`src/rtl/h14tx_pkg.sv`:
```
// Shared types and helpers for the h14tx transmitter blocks.
package h14tx_pkg;

    typedef enum logic [2:0] {
        StPllRst,
        StWaitLock,
        StFilter,
        StRelease,
        StRun
    } rst_seq_state_e;

    localparam logic [7:0] EvtCntMax = 8'hFF;

    function automatic int unsigned max_u(input int unsigned a, input int unsigned b);
        return (a > b) ? a : b;
    endfunction

endpackage

```
`src/rtl/h14tx_sync.sv`:
```
// Two-flop synchroniser for asynchronous inputs, parametrised width.
module h14tx_sync #(
    parameter int unsigned Width = 1
) (
    input  logic             clk_i,
    input  logic             rst_i,
    input  logic [Width-1:0] d_i,
    output logic [Width-1:0] q_o
);

    logic [Width-1:0] meta_q;
    logic [Width-1:0] sync_q;

    always_ff @(posedge clk_i) begin
        if (rst_i) begin
            meta_q <= '0;
            sync_q <= '0;
        end else begin
            meta_q <= d_i;
            sync_q <= meta_q;
        end
    end

    assign q_o = sync_q;

endmodule

```
`src/rtl/h14tx_rst_seq.sv`:
```
// PLL lock supervisor and staged reset sequencer: pulses the PLL reset, filters lock,
// releases domain resets in order and re-asserts them on lock loss.
module h14tx_rst_seq
    import h14tx_pkg::*;
#(
    parameter int unsigned NumDomains   = 3,
    parameter int unsigned LockFilter   = 16,
    parameter int unsigned StageDelay   = 16,
    parameter int unsigned LockTimeout  = 65536,
    parameter int unsigned PllRstCycles = 8
) (
    input  logic                  ref_clk_i,
    input  logic                  rst_i,
    input  logic                  pll_lock_i,
    output logic                  pll_rst_o,
    output logic [NumDomains-1:0] domain_rst_n_o,
    output logic                  ready_o,
    output logic [7:0]            relock_cnt_o,
    output logic [7:0]            timeout_cnt_o
);

    localparam int unsigned CntW =
        $clog2(max_u(max_u(LockTimeout, LockFilter), max_u(StageDelay, PllRstCycles))) + 1;

    localparam logic [CntW-1:0] PllRstLast  = CntW'(PllRstCycles - 1);
    localparam logic [CntW-1:0] TimeoutLast = CntW'(LockTimeout - 1);
    localparam logic [CntW-1:0] FilterLast  = CntW'(LockFilter - 1);
    localparam logic [CntW-1:0] StageLast   = CntW'(StageDelay - 1);

    rst_seq_state_e        state_q;
    logic [CntW-1:0]       cnt_q;
    logic                  pll_rst_q;
    logic [NumDomains-1:0] dom_q;
    logic                  ready_q;
    logic [7:0]            relock_q;
    logic [7:0]            timeout_q;

    logic                  lock_s;
    logic [NumDomains-1:0] dom_shift;

    h14tx_sync #(
        .Width (1)
    ) u_lock_sync (
        .clk_i (ref_clk_i),
        .rst_i (rst_i),
        .d_i   (pll_lock_i),
        .q_o   (lock_s)
    );

    // Domains release as a thermometer code, so the next bit is always the next one up.
    assign dom_shift = NumDomains'({dom_q, 1'b1});

    // One counter is shared: every state transition restarts it from zero.
    always_ff @(posedge ref_clk_i) begin
        if (rst_i) begin
            state_q   <= StPllRst;
            cnt_q     <= '0;
            pll_rst_q <= 1'b1;
            dom_q     <= '0;
            ready_q   <= 1'b0;
            relock_q  <= '0;
            timeout_q <= '0;
        end else begin
            unique case (state_q)
                StPllRst: begin
                    if (cnt_q == PllRstLast) begin
                        state_q   <= StWaitLock;
                        cnt_q     <= '0;
                        pll_rst_q <= 1'b0;
                    end else begin
                        cnt_q <= cnt_q + 1'b1;
                    end
                end
                StWaitLock: begin
                    if (lock_s) begin
                        state_q <= StFilter;
                        cnt_q   <= '0;
                    end else if (cnt_q == TimeoutLast) begin
                        state_q   <= StPllRst;
                        cnt_q     <= '0;
                        pll_rst_q <= 1'b1;
                        if (timeout_q != EvtCntMax) begin
                            timeout_q <= timeout_q + 8'd1;
                        end
                    end else begin
                        cnt_q <= cnt_q + 1'b1;
                    end
                end
                StFilter: begin
                    if (!lock_s) begin
                        state_q <= StWaitLock;
                        cnt_q   <= '0;
                    end else if (cnt_q == FilterLast) begin
                        dom_q <= dom_shift;
                        cnt_q <= '0;
                        if (dom_shift[NumDomains-1]) begin
                            state_q <= StRun;
                            ready_q <= 1'b1;
                        end else begin
                            state_q <= StRelease;
                        end
                    end else begin
                        cnt_q <= cnt_q + 1'b1;
                    end
                end
                StRelease, StRun: begin
                    // Lock loss takes priority over a pending stage release.
                    if (!lock_s) begin
                        state_q <= StWaitLock;
                        cnt_q   <= '0;
                        dom_q   <= '0;
                        ready_q <= 1'b0;
                        if (relock_q != EvtCntMax) begin
                            relock_q <= relock_q + 8'd1;
                        end
                    end else if (state_q == StRelease) begin
                        if (cnt_q == StageLast) begin
                            dom_q <= dom_shift;
                            cnt_q <= '0;
                            if (dom_shift[NumDomains-1]) begin
                                state_q <= StRun;
                                ready_q <= 1'b1;
                            end
                        end else begin
                            cnt_q <= cnt_q + 1'b1;
                        end
                    end
                end
                default: begin
                    state_q   <= StPllRst;
                    cnt_q     <= '0;
                    pll_rst_q <= 1'b1;
                    dom_q     <= '0;
                    ready_q   <= 1'b0;
                end
            endcase
        end
    end

    assign pll_rst_o      = pll_rst_q;
    assign domain_rst_n_o = dom_q;
    assign ready_o        = ready_q;
    assign relock_cnt_o   = relock_q;
    assign timeout_cnt_o  = timeout_q;

endmodule
```
`config.mk`:
```
export PLATFORM = sky130hd
export DESIGN_NAME = h14tx_rst_seq
export DESIGN_NICKNAME = d
export VERILOG_FILES = /design/src/rtl/h14tx_pkg.sv /design/src/rtl/h14tx_sync.sv /design/src/rtl/h14tx_rst_seq.sv
export SDC_FILE = /design/constraint.sdc
export NUM_CORES = 1
export LEC_CHECK = 0
export BUFFER_PORTS_ARGS = -buffer_cell sky130_fd_sc_hd__buf_4
export CAP_MARGIN = 20
export CORE_MARGIN = 1
export CORE_UTILIZATION = 62
export CTS_CLUSTER_SIZE = 8
export DETAILED_ROUTE_END_ITERATION = 16
export PLACE_DENSITY = 0.82
export SLEW_MARGIN = 5
export SYNTH_ARGS = -nofsm -noshare
export SYNTH_HDL_FRONTEND = slang
export SYNTH_HIERARCHICAL = 1
export SYNTH_SLANG_ARGS = --single-unit
```
`constraint.sdc`:
```
create_clock -name ref_clk_i -period 6.8 [get_ports ref_clk_i]
set_input_delay 0.34 -clock ref_clk_i [delete_from_list [all_inputs] [get_ports ref_clk_i]]
set_output_delay 0.34 -clock ref_clk_i [all_outputs]
set_load 0.05 [all_outputs]
```
After elaboration in Yosys (flattened, before gate mapping)
Index checks and enable logic that the tools add are counted.

Register bits: 43.

Add/subtract/negate cells: 3. Equal/unequal tests: 18. Multiplexer cells: 34. Bitwise logic cells: 3. Reduce and logical (&&, ||, !) cells: 9.

Operators with widths (number): 17-bit two-way mux (7); 17-bit one-hot mux with 4 select lines (1); 3-bit two-way mux (14); 17-bit by 1-bit adder with 17-bit output (second input constant) (1); 17-bit by 16-bit == test with 1-bit output (second input constant) (1); 17-bit by 3-bit == test with 1-bit output (second input constant) (1); 17-bit by 4-bit == test with 1-bit output (second input constant) (1); 8-bit by 1-bit adder with 8-bit output (second input constant) (2); 8-bit inequality test (second input constant) (2); 3-bit inequality test (second input constant) (4); 3-bit one-hot mux with 4 select lines (1); 3-bit one-hot mux with 3 select lines (1); 1-bit two-way mux (8); 4-bit AND reduction (2); 3-bit by 2-bit == test with 1-bit output (second input constant) (2); 2-bit inequality test (second input constant) (3); 1-bit one-hot mux with 3 select lines (2); 3-bit AND reduction (2); 6-bit AND reduction (1); 2-bit OR reduction (2); 3-bit by 1-bit == test with 1-bit output (second input constant) (1); 3-bit == test (second input constant) (1); 3-bit logical NOT (1); 3-bit by 2-bit inequality test with 1-bit output (second input constant) (1); other kinds (3) (5).

Longest topological paths before layout
Gate-level depths: netlist (run 1).

Depth in word-level cells: 5. Mapped depth: 10.

Hierarchy
The synthesis (run 1) kept the hierarchy.

Modules (own cells, without submodules): h14tx_rst_seq (times used 1, cells an instance 244, area each 2105.8 µm²); h14tx_sync (times used 1, cells an instance 4, area each 52.6 µm²).

Worst setup path before layout (run 1)
OpenSTA, ideal clock, no wires.

Path type: reg2reg. From: reg cnt_q[5]. To: reg timeout_q[7], in the netlist timeout_cnt_o[7]. Library setup time: 0.071 ns. Arrival: 2.420 ns. Data required time: 6.729 ns. Path slack: 4.310 ns. Cell stages (with the launch flop): 11. Path buffers: 0. Clock period less this slack: 2.490 ns. Cells stage by stage: dfxtp_1 nand4_1 or2_2 nor3_1 and3_1 ha_1 inv_1 a311oi_4 nand3_2 or3_1 a21oi_1.

Word-level cells in the longest chain between the ends: 2.

Ends and longest elaborated chain: start: declaration (RTL line h14tx_rst_seq.sv:31) `logic [CntW-1:0] cnt_q;`; start signal: assignment (RTL line h14tx_rst_seq.sv:71) `cnt_q <= cnt_q + 1'b1;`; start signal: assignment (RTL line h14tx_rst_seq.sv:86) `cnt_q <= cnt_q + 1'b1;`; start signal: assignment (RTL line h14tx_rst_seq.sv:103) `cnt_q <= cnt_q + 1'b1;`; 17-bit by 16-bit == test with 1-bit output (RTL line h14tx_rst_seq.sv:78) `end else if (cnt_q == TimeoutLast) begin`; 4-bit AND reduction (no line); end signal: assignment (RTL line h14tx_rst_seq.sv:83) `timeout_q <= timeout_q + 8'd1;`; end: declaration (RTL line h14tx_rst_seq.sv:36) `logic [7:0] timeout_q;`.

Every way passes these cells. A chain may end at the register's enable or synchronous reset.

Final worst setup path (run 1)
Same ends and word-level chain as after synthesis.

==> results.json, run 1 <==
{
  "cts_buffers": 5,
  "drt-total-wl_um": 4300,
  "dieArea_um2": 3720,
  "met1_length_um": 2020,
  "area_delta_synth_final_pct": 13.6,
  "post_cts_buffers": 0,
  "hold_violations": 0,
  "htree_levels": 2,
  "synth-async-reset-ratio_pct": 0,
  "endpoint_kind": "flip-flop",
  "fin_skew_ns": 0.0151,
  "antenna_found_initial": 0,
  "grt_overflow": 0,
  "yosysTopAreaCell": "dfxtp_1",
  "routabilityCongestion": 0.886,
  "relSlewSlack_pct": 57.7,
  "tightest_slew_ns": 0.634,
  "synth_area_leaders": "dfxtp_1 (40%), nor2_1 (7.1%), xor2_1 (6.1%)",
  "io_buffers": 23,
  "cp.arrival_ns": 3.05,
  "routed-wl-met2_um": 2000,
  "synthAdderAreaFrac_pct": 2.90,
  "die_h_um": 61,
  "grt_pass1_vias": 1620,
  "seq_area_um2": 861,
  "ys_seq_elements": 43,
  "synth_xor_xnor_area_share_pct": 9.74,
  "grt_pass1_wl_um": 7140,
  "wl_met3_um": 194,
  "ys.warnings.count": 6,
  "powerDensity_nw_per_um2": 213,
  "cts_tree": "built",
  "synth_edf_count": 0,
  "avgViaCountPerCell": 5.84,
  "nNetsFinal": 278,
  "drv_slew": 0,
  "clkLatencyLatePin_ns": 0.37,
  "synth_top_family_by_area": "simple AND/OR/NAND/NOR gates",
  "max_freq_ghz": 0.363,
  "drt_first_pass_iters": 4,
  "grt_max_degree": 27,
  "finalPower_uw": 523,
  "p_leak_uw": 0.000894,
  "synth_most_common_cell": "dfxtp_1",
  "n_antenna_cell": 0,
  "min_period_over_period_pct": 40.5,
  "hold_path.class": "in2reg",
  "synth-simple-area-share_pct": 28.7,
  "synth-seq-area-share_pct": 39.9,
  "cts_sinks": 43,
  "synth_cells": 248,
  "fin_crit_ns": 2.75,
  "critPathMaxStageDelay_ns": 0.48,
  "finalSetupViolations": 0,
  "synthMuxAreaShare_pct": 1.86,
  "hpwl_um": 3010,
  "num_rows": 21,
  "track_usage_pct": 26.2,
  "clockBufferDepth": 2,
  "critical-path-slowest-cell": "dfxtp_1",
  "multi_input_area_um2": 1210,
  "required_ns": 7.10,
  "drv_cap": 0,
  "drt_iter0_markers": 83,
  "cts_resized": 0,
  "path_cells": "nand4_1 > or2_2 > nor3_1 > and3_1 > ha_1 > inv_1 > a311oi_4 > nand3_2 > or3_1 > a21oi_1",
  "syn_area_per_cell_um2": 8.70,
  "highest_layer": "met4",
  "ant_nets": 0,
  "holdWs_ns": 0.174,
  "drive_gt1_share_pct": 15.1,
  "synthFlopType": "dfxtp_1",
  "yosysTopAreaCellShare_pct": 39.9,
  "hold_buffers": 0,
  "syn_area_um2": 2160,
  "synth_compound_area_share_pct": 13.1,
  "rsz0062_at_grt": "no",
  "yosys-top-cells-count": "dfxtp_1 (43), nor2_1 (41), nand2_1 (16)",
  "core-area_um2": 3340,
  "outcome": "finished, final reports clean",
  "ir_drop_v": 0.000143,
  "die_width_um": 61,
  "crit_type": "reg2reg",
  "ys_types": 49,
  "start_kind": "flip-flop",
  "vias": 1851,
  "cts-root-buf": "clkbuf_4",
  "fin_setup_tns_ns": 0,
  "fillCellCount": 270,
  "cp_max_fo": 8,
  "pin_count": 24,
  "clk_pin_slew_ns": 0.14,
  "initial_utilization_pct": 64.7,
  "drc": 0,
  "synth_fp_nets": 256,
  "post_drt_wl_per_cell_um": 13.6
}
-- layout make-up --
| cell class | instances | share of cell area (%) |
|---|---|---|
| multi-input cells | 187 | 49.5 |
| flip-flops and latches | 43 | 35.1 |
| repair buffers | 24 | 7.35 |
| clock inverters | 3 | 2.76 |
| well taps | 46 | 2.35 |
| clock buffers | 5 | 1.53 |
| inverters | 9 | 1.38 |
-- sequential cells by signal (all words and copies together) (netlist names) --
| signal | count |
|---|---|
| u_lock_sync/q_o | 1 |
| u_lock_sync/meta_q | 1 |
| pll_rst_o | 1 |
| cnt_q | 17 |
| relock_cnt_o | 8 |
| timeout_cnt_o | 8 |
| domain_rst_n_o | 3 |
| state_q | 3 |
| ready_o | 1 |
-- logic make-up after synthesis --
| kind of cell | count (synthesis) |
|---|---|
| and+or+nand+nor | 117 |
| DFF | 43 |
| AOI/OAI and AO/OA | 37 |
| xor gates and xnor gates | 24 |
| buffers and inverters | 18 |
| adders and majority gates | 5 |
| muxes | 4 |
-- per-layer routing --
layer  global-route usage (%)  vias to the layer above
li1                         -                      928
met1                     33.8                      864
met2                     42.2                       49
met3                     5.76                       10
met4                     11.4                        0
met5                        0                        -
-- power breakdown --
| part | switching [uW] | total (uW) | leakage (uW) | internal (uW) |
|---|---|---|---|---|
| sequential | 12.0 | 271 | 0.000347 | 259 |
| combinational | 32.5 | 53.6 | 0.000495 | 21.1 |
| clock | 83.7 | 198 | 0.0000514 | 114 |
| total | 128 | 523 | 0.000894 | 395 |
-- placed cells by master (no fill, tap or decap), types with 6 or more instances in the layout --
cell type and count:
dfxtp_1 43, inv_1 9, nand4_1 14, and3_1 9, xnor2_1 9, o21ai_0 7
xor2_1 15, buf_4 24, nand3_1 6, a21oi_1 10, nand2_1 16, nor2_1 41
nor3_1 6
-- metrics by stage --
stage               cells  instance area (um2)  util [%]  setup WS (ns)
finish                317                 2450      73.5           4.05
global route          317                 2450      73.5           3.79
CTS                   317                 2450      73.5           4.04
detailed placement    309                 2350      70.3           4.08
global placement      309                 2350      70.3           4.15
floorplan             248                 2160         -           4.31
-- final timing paths --
kind / start / endpoint / slack [ns] / depth (start not counted)
max: cnt_q[5] / timeout_cnt_o[7] / 4.05 / 10
max reg2reg: cnt_q[5] / timeout_cnt_o[7] / 4.05 / 10
min reg2reg: u_lock_sync/meta_q / u_lock_sync/q_o / 0.45 / 1
min: pll_lock_i / u_lock_sync/meta_q / 0.17 / 2
-- critical path: cells and delay by family, from the launching register on --
kind / cells / cell delay, ns
and+or+nand+nor: 6 / 1.33
AOI/OAI and AO/OA: 2 / 0.62
DFF: 1 / 0.48
adders and majority gates: 1 / 0.19
buffers and inverters: 1 / 0.08
Power figures use the tool's default switching activity.
==> run 2: changes to the inputs <==
Settings changed: CORE_UTILIZATION 62 to 58, PLACE_DENSITY 0.82 to 0.77.
Clock period 6.8 ns to 2.85 ns, I/O delays scaled along.
==> run 2 against run 1 <==
Effect of this change:
- register-to-register slack lost 3.8 ns
- combinational power grew to 2.5 times the previous value
- global-route usage shrank 0.77 points
- via count down 0.43%
- hold slack got worse by 0.12 ns
- sequential share of layout area fell by 0.36 points
==> results.json, run 2 (synthesis results as in run 1) <==
{
  "drt_iter0_markers": 85,
  "ir_drop_v": 0.000365,
  "htree_levels": 2,
  "area_delta_synth_final_pct": 15.0,
  "tightest_slew_ns": 0.585,
  "internal-power_uw": 955,
  "critPathTopFamily": "simple AND/OR/NAND/NOR gates",
  "cts-root-buf": "clkbuf_8",
  "largest_reg_flops": 17,
  "vias": 1843,
  "hold_buffers": 0,
  "initial_utilization_pct": 62.7,
  "critical-path-slowest-cell": "dfxtp_1",
  "clkLatencyLatePin_ns": 0.30,
  "finalSetupViolations": 0,
  "endpoint_kind": "flip-flop",
  "antenna_found_initial": 0,
  "io_buffers": 23,
  "combPwrFrac_pct": 10.7,
  "fillCellCount": 297,
  "hpwl_um": 3070,
  "grt_pass1_wl_um": 7800,
  "holdWs_ns": 0.0525,
  "final_cell_mix": "dfxtp_1 (42), nor2_1 (41), buf_4 (26)",
  "grt_max_degree": 27,
  "start_kind": "flip-flop",
  "ant_nets": 0,
  "seqPwrFrac_pct": 50.8,
  "clk_pin_slew_ns": 0.08,
  "fin_setup_tns_ns": 0,
  "cts_buffers": 5,
  "switching_share_pct": 24.7,
  "die_width_um": 63,
  "path_cells": "nand4_1 > or2_2 > nor3_1 > and3_1 > ha_1 > inv_1 > a311oi_4 > buf_4 > nand4_1 > xor2_1 > nor2_1",
  "max_freq_ghz": 0.381,
  "cts_tree": "built",
  "drive_gt1_share_pct": 16.1,
  "num_rows": 21,
  "cts_sinks": 43,
  "relSlewSlack_pct": 60.7,
  "post_cts_buffers": 0,
  "grt_overflow": 0,
  "clockBufferDepth": 2,
  "powerDensity_nw_per_um2": 511,
  "avgViaCountPerCell": 5.78,
  "hold_violations": 0,
  "routabilityCongestion": 0.871,
  "n_antenna_cell": 0,
  "cp.arrival_ns": 2.81,
  "critPathBufInv": 2,
  "fin_crit_ns": 2.63,
  "nNetsFinal": 280,
  "power.switching_uw": 313,
  "cp_max_fo": 6,
  "drv_cap": 0,
  "die_h_um": 63,
  "min_period_over_period_pct": 92.1,
  "cp_common_cell": "nand4_1",
  "p_leak_uw": 0.000915,
  "drv_slew": 0,
  "outcome": "finished, final reports clean",
  "cts_resized": 0,
  "crit_type": "reg2reg",
  "critPathMaxStageDelay_ns": 0.43,
  "drt_first_pass_iters": 4,
  "rsz0062_at_grt": "no",
  "drc": 0,
  "pin_count": 24,
  "layout_commonest_cell": "dfxtp_1",
  "grt_pass1_vias": 1646,
  "fin_skew_ns": 0.00554,
  "core-area_um2": 3440,
  "largest_register": "cnt_q",
  "dieArea_um2": 3970,
  "drt-total-wl_um": 4430,
  "post_drt_wl_per_cell_um": 13.9,
  "track_usage_pct": 25.4,
  "hold_path.class": "in2reg",
  "clock_power_share_pct": 38.6,
  "required_ns": 3.04
}
==> run 2: worst reg2reg max path, cell delays in order, from the launching register on <==
cell	delay [ns]
dfxtp_1	0.43
nand4_1	0.19
or2_2	0.36
nor3_1	0.19
and3_1	0.20
ha_1	0.20
inv_1	0.08
a311oi_4	0.34
buf_4	0.21
nand4_1	0.11
xor2_1	0.15
nor2_1	0.06
==> run 2: area by class of cell <==
type                            instances  area, um2  share of cell area, %
Sequential cell                        43        862                   34.7
Timing Repair Buffer                   26        195                   7.87
Tap cell                               46       57.6                   2.32
Inverter                                9       33.8                   1.36
Clock buffer                            6       82.6                   3.33
Clock inverter                          2       35.0                   1.41
Multi-Input combinational cell        187       1210                   49.0
==> run 2: final timing paths <==
check	from	endpoint	slack, ns	cells past startpoint
worst max register to register	cnt_q[6]	timeout_cnt_o[3]	0.22	11
worst min register to register	u_lock_sync/meta_q	u_lock_sync/q_o	0.45	1
worst max-delay path	cnt_q[6]	timeout_cnt_o[3]	0.22	11
worst min-delay path	pll_lock_i	u_lock_sync/meta_q	0.05	2
==> run 2: routing by layer <==
layer  wire (um)  global-route usage [%]  part of all wire, %
met5           0                       0                    0
met4          99                    14.5                  2.2
met3         191                    4.38                  4.3
met2        2020                    39.7                   46
met1        2120                    32.8                   48
==> run 2: power groups by stage <==
stage,combinational (uW),sequential (uW),clock (uW)
2_1_floorplan,97.3,657,0
3_3_place_gp,132,657,0
3_5_place_dp,134,657,0
4_1_cts,135,643,498
5_1_grt,150,647,526
6_report,135,644,489
==> run 2: stage by stage <==
| step | cells | setup slack, ns | total power, uW | utilization (%) | area (um2) |
|---|---|---|---|---|---|
| 2_1_floorplan | 248 | 0.360 | 754 | - | 2160 |
| 3_3_place_gp | 311 | 0.310 | 789 | 68.6 | 2360 |
| 3_5_place_dp | 311 | 0.246 | 791 | 68.6 | 2360 |
| 4_1_cts | 319 | 0.190 | 1270 | 72.0 | 2480 |
| 5_1_grt | 319 | 0.0383 | 1320 | 72.1 | 2480 |
| 6_report | 319 | 0.224 | 1270 | 72.1 | 2480 |
==> run 3: changes to the inputs <==
Settings changed: RECOVER_POWER set to 25.
==> run 3 against run 2 <==
Effect of this change:
- count of clock-buffer cells in the layout stayed put
- combinational power hardly changed
- via count is 0.11% lower
- highest routed layer unchanged
- hold slack stayed put
- critical path depth stayed put
- non-clock buffer count stayed put
- sequential power hardly changed
==> results.json, run 3 (synthesis results as in run 1) <==
{
  "outcome": "finished, final reports clean",
  "max_freq_ghz": 0.381,
  "nNetsFinal": 280,
  "fin_area_um2": 2430,
  "drt-total-wl_um": 4400,
  "drv_cap": 0,
  "antenna_found_initial": 0,
  "ant_nets": 0,
  "grt_max_degree": 27,
  "clockBufferDepth": 2,
  "dieArea_um2": 3970,
  "place_ws_ns": 0.246,
  "fin_skew_ns": 0.00579,
  "drc": 0,
  "clkLatencyLatePin_ns": 0.30,
  "initial_utilization_pct": 62.7,
  "avgViaCountPerCell": 5.77,
  "hpwl_um": 3070,
  "core-area_um2": 3440,
  "largest_register": "cnt_q",
  "hold_violations": 0,
  "hold_path.class": "in2reg",
  "ir_drop_v": 0.000365,
  "tightest_slew_ns": 0.603,
  "fin_crit_ns": 2.63,
  "fin_ws_ns": 0.224,
  "area_delta_synth_final_pct": 12.5,
  "cts_buffers": 5,
  "die_h_um": 63,
  "largest_reg_flops": 17,
  "final_cell_mix": "dfxtp_1 (42), nor2_1 (41), nand2_1 (16)",
  "layout_commonest_cell": "dfxtp_1",
  "p_leak_uw": 0.000857,
  "cts-root-buf": "clkbuf_8",
  "min_period_over_period_pct": 92.1,
  "io_buffers": 23,
  "cp.arrival_ns": 2.81,
  "drt_first_pass_iters": 4,
  "num_rows": 21,
  "grt_overflow": 0,
  "crit_type": "reg2reg",
  "die_width_um": 63,
  "post_drt_wl_per_cell_um": 13.8,
  "relSlewSlack_pct": 59.5,
  "required_ns": 3.04,
  "endpoint_kind": "flip-flop",
  "drive_gt1_share_pct": 11.0,
  "holdWs_ns": 0.0525,
  "n_antenna_cell": 0,
  "htree_levels": 2,
  "track_usage_pct": 25.4,
  "dpl-instance-area_um2": 2360,
  "grt_pass1_wl_um": 7800,
  "post_cts_buffers": 0,
  "pin_count": 24,
  "clk_pin_slew_ns": 0.08,
  "routabilityCongestion": 0.871,
  "cts_sinks": 43,
  "vias": 1841,
  "cts_tree": "built",
  "drv_slew": 0,
  "fin_setup_tns_ns": 0,
  "start_kind": "flip-flop",
  "rsz0062_at_grt": "no",
  "cp_max_fo": 6,
  "grt_pass1_vias": 1646,
  "powerDensity_nw_per_um2": 521,
  "post-route-util_pct": 70.6,
  "finalSetupViolations": 0,
  "drt_iter0_markers": 78
}
[run 3: cell count changes in the layout (fill, tap and decap cells not counted), sizes merged]
| cell | before | now |
|---|---|---|
| buf | 26 | 12 |
| clkbuf | 6 | 20 |
[run 3: critical path: stages, from the launching register on]
cell and delay, ns:
dfxtp_1 0.43, nand4_1 0.19, or2_2 0.36, nor3_1 0.19, and3_1 0.20, ha_1 0.20
inv_1 0.08, a311oi_4 0.34, buf_4 0.21, nand4_1 0.11, xor2_1 0.15, nor2_1 0.06
[run 3: final timing paths]
kind	from	to	slack, ns	cells after the start
max	cnt_q[6]	timeout_cnt_o[3]	0.22	11
min	pll_lock_i	u_lock_sync/meta_q	0.05	2
max reg2reg	cnt_q[6]	timeout_cnt_o[3]	0.22	11
min reg2reg	u_lock_sync/meta_q	u_lock_sync/q_o	0.45	1
[run 3: report_power, final]
group,switching (uW),leakage [uW],internal (uW)
sequential,25.3,0.000348,618
combinational,82.0,0.000448,50.6
clock,206,0.0000612,283
total,313,0.000857,952
[run 3: timing repair]
item | in CTS | in global routing
hold buffers | 0 | 0
gates resized for setup | 0 | 1
setup endpoints to repair | 0 | 1
[run 3: layout make-up]
class	count	area, um2
clock buffer	6	82.6
clock inverter	2	35.0
fill	303	1010
inverter	9	33.8
multi-input combinational	187	1210
sequential	43	862
tap	46	57.6
timing repair buffer	26	143
[run 3: per-layer routing]
metal  vias up  GRT usage, %  wire length, um
li1        932             -                -
met1       852          32.8             2110
met2        50          39.7             2010
met3         7          4.38              181
met4         0          14.5               96
met5         -             0                0
[run 3: through the flow]
step	total power, uW	instances
after floorplan	754	248
after global placement	789	311
after detailed placement	791	311
after CTS	1270	319
after global routing	1320	319
final	1270	319
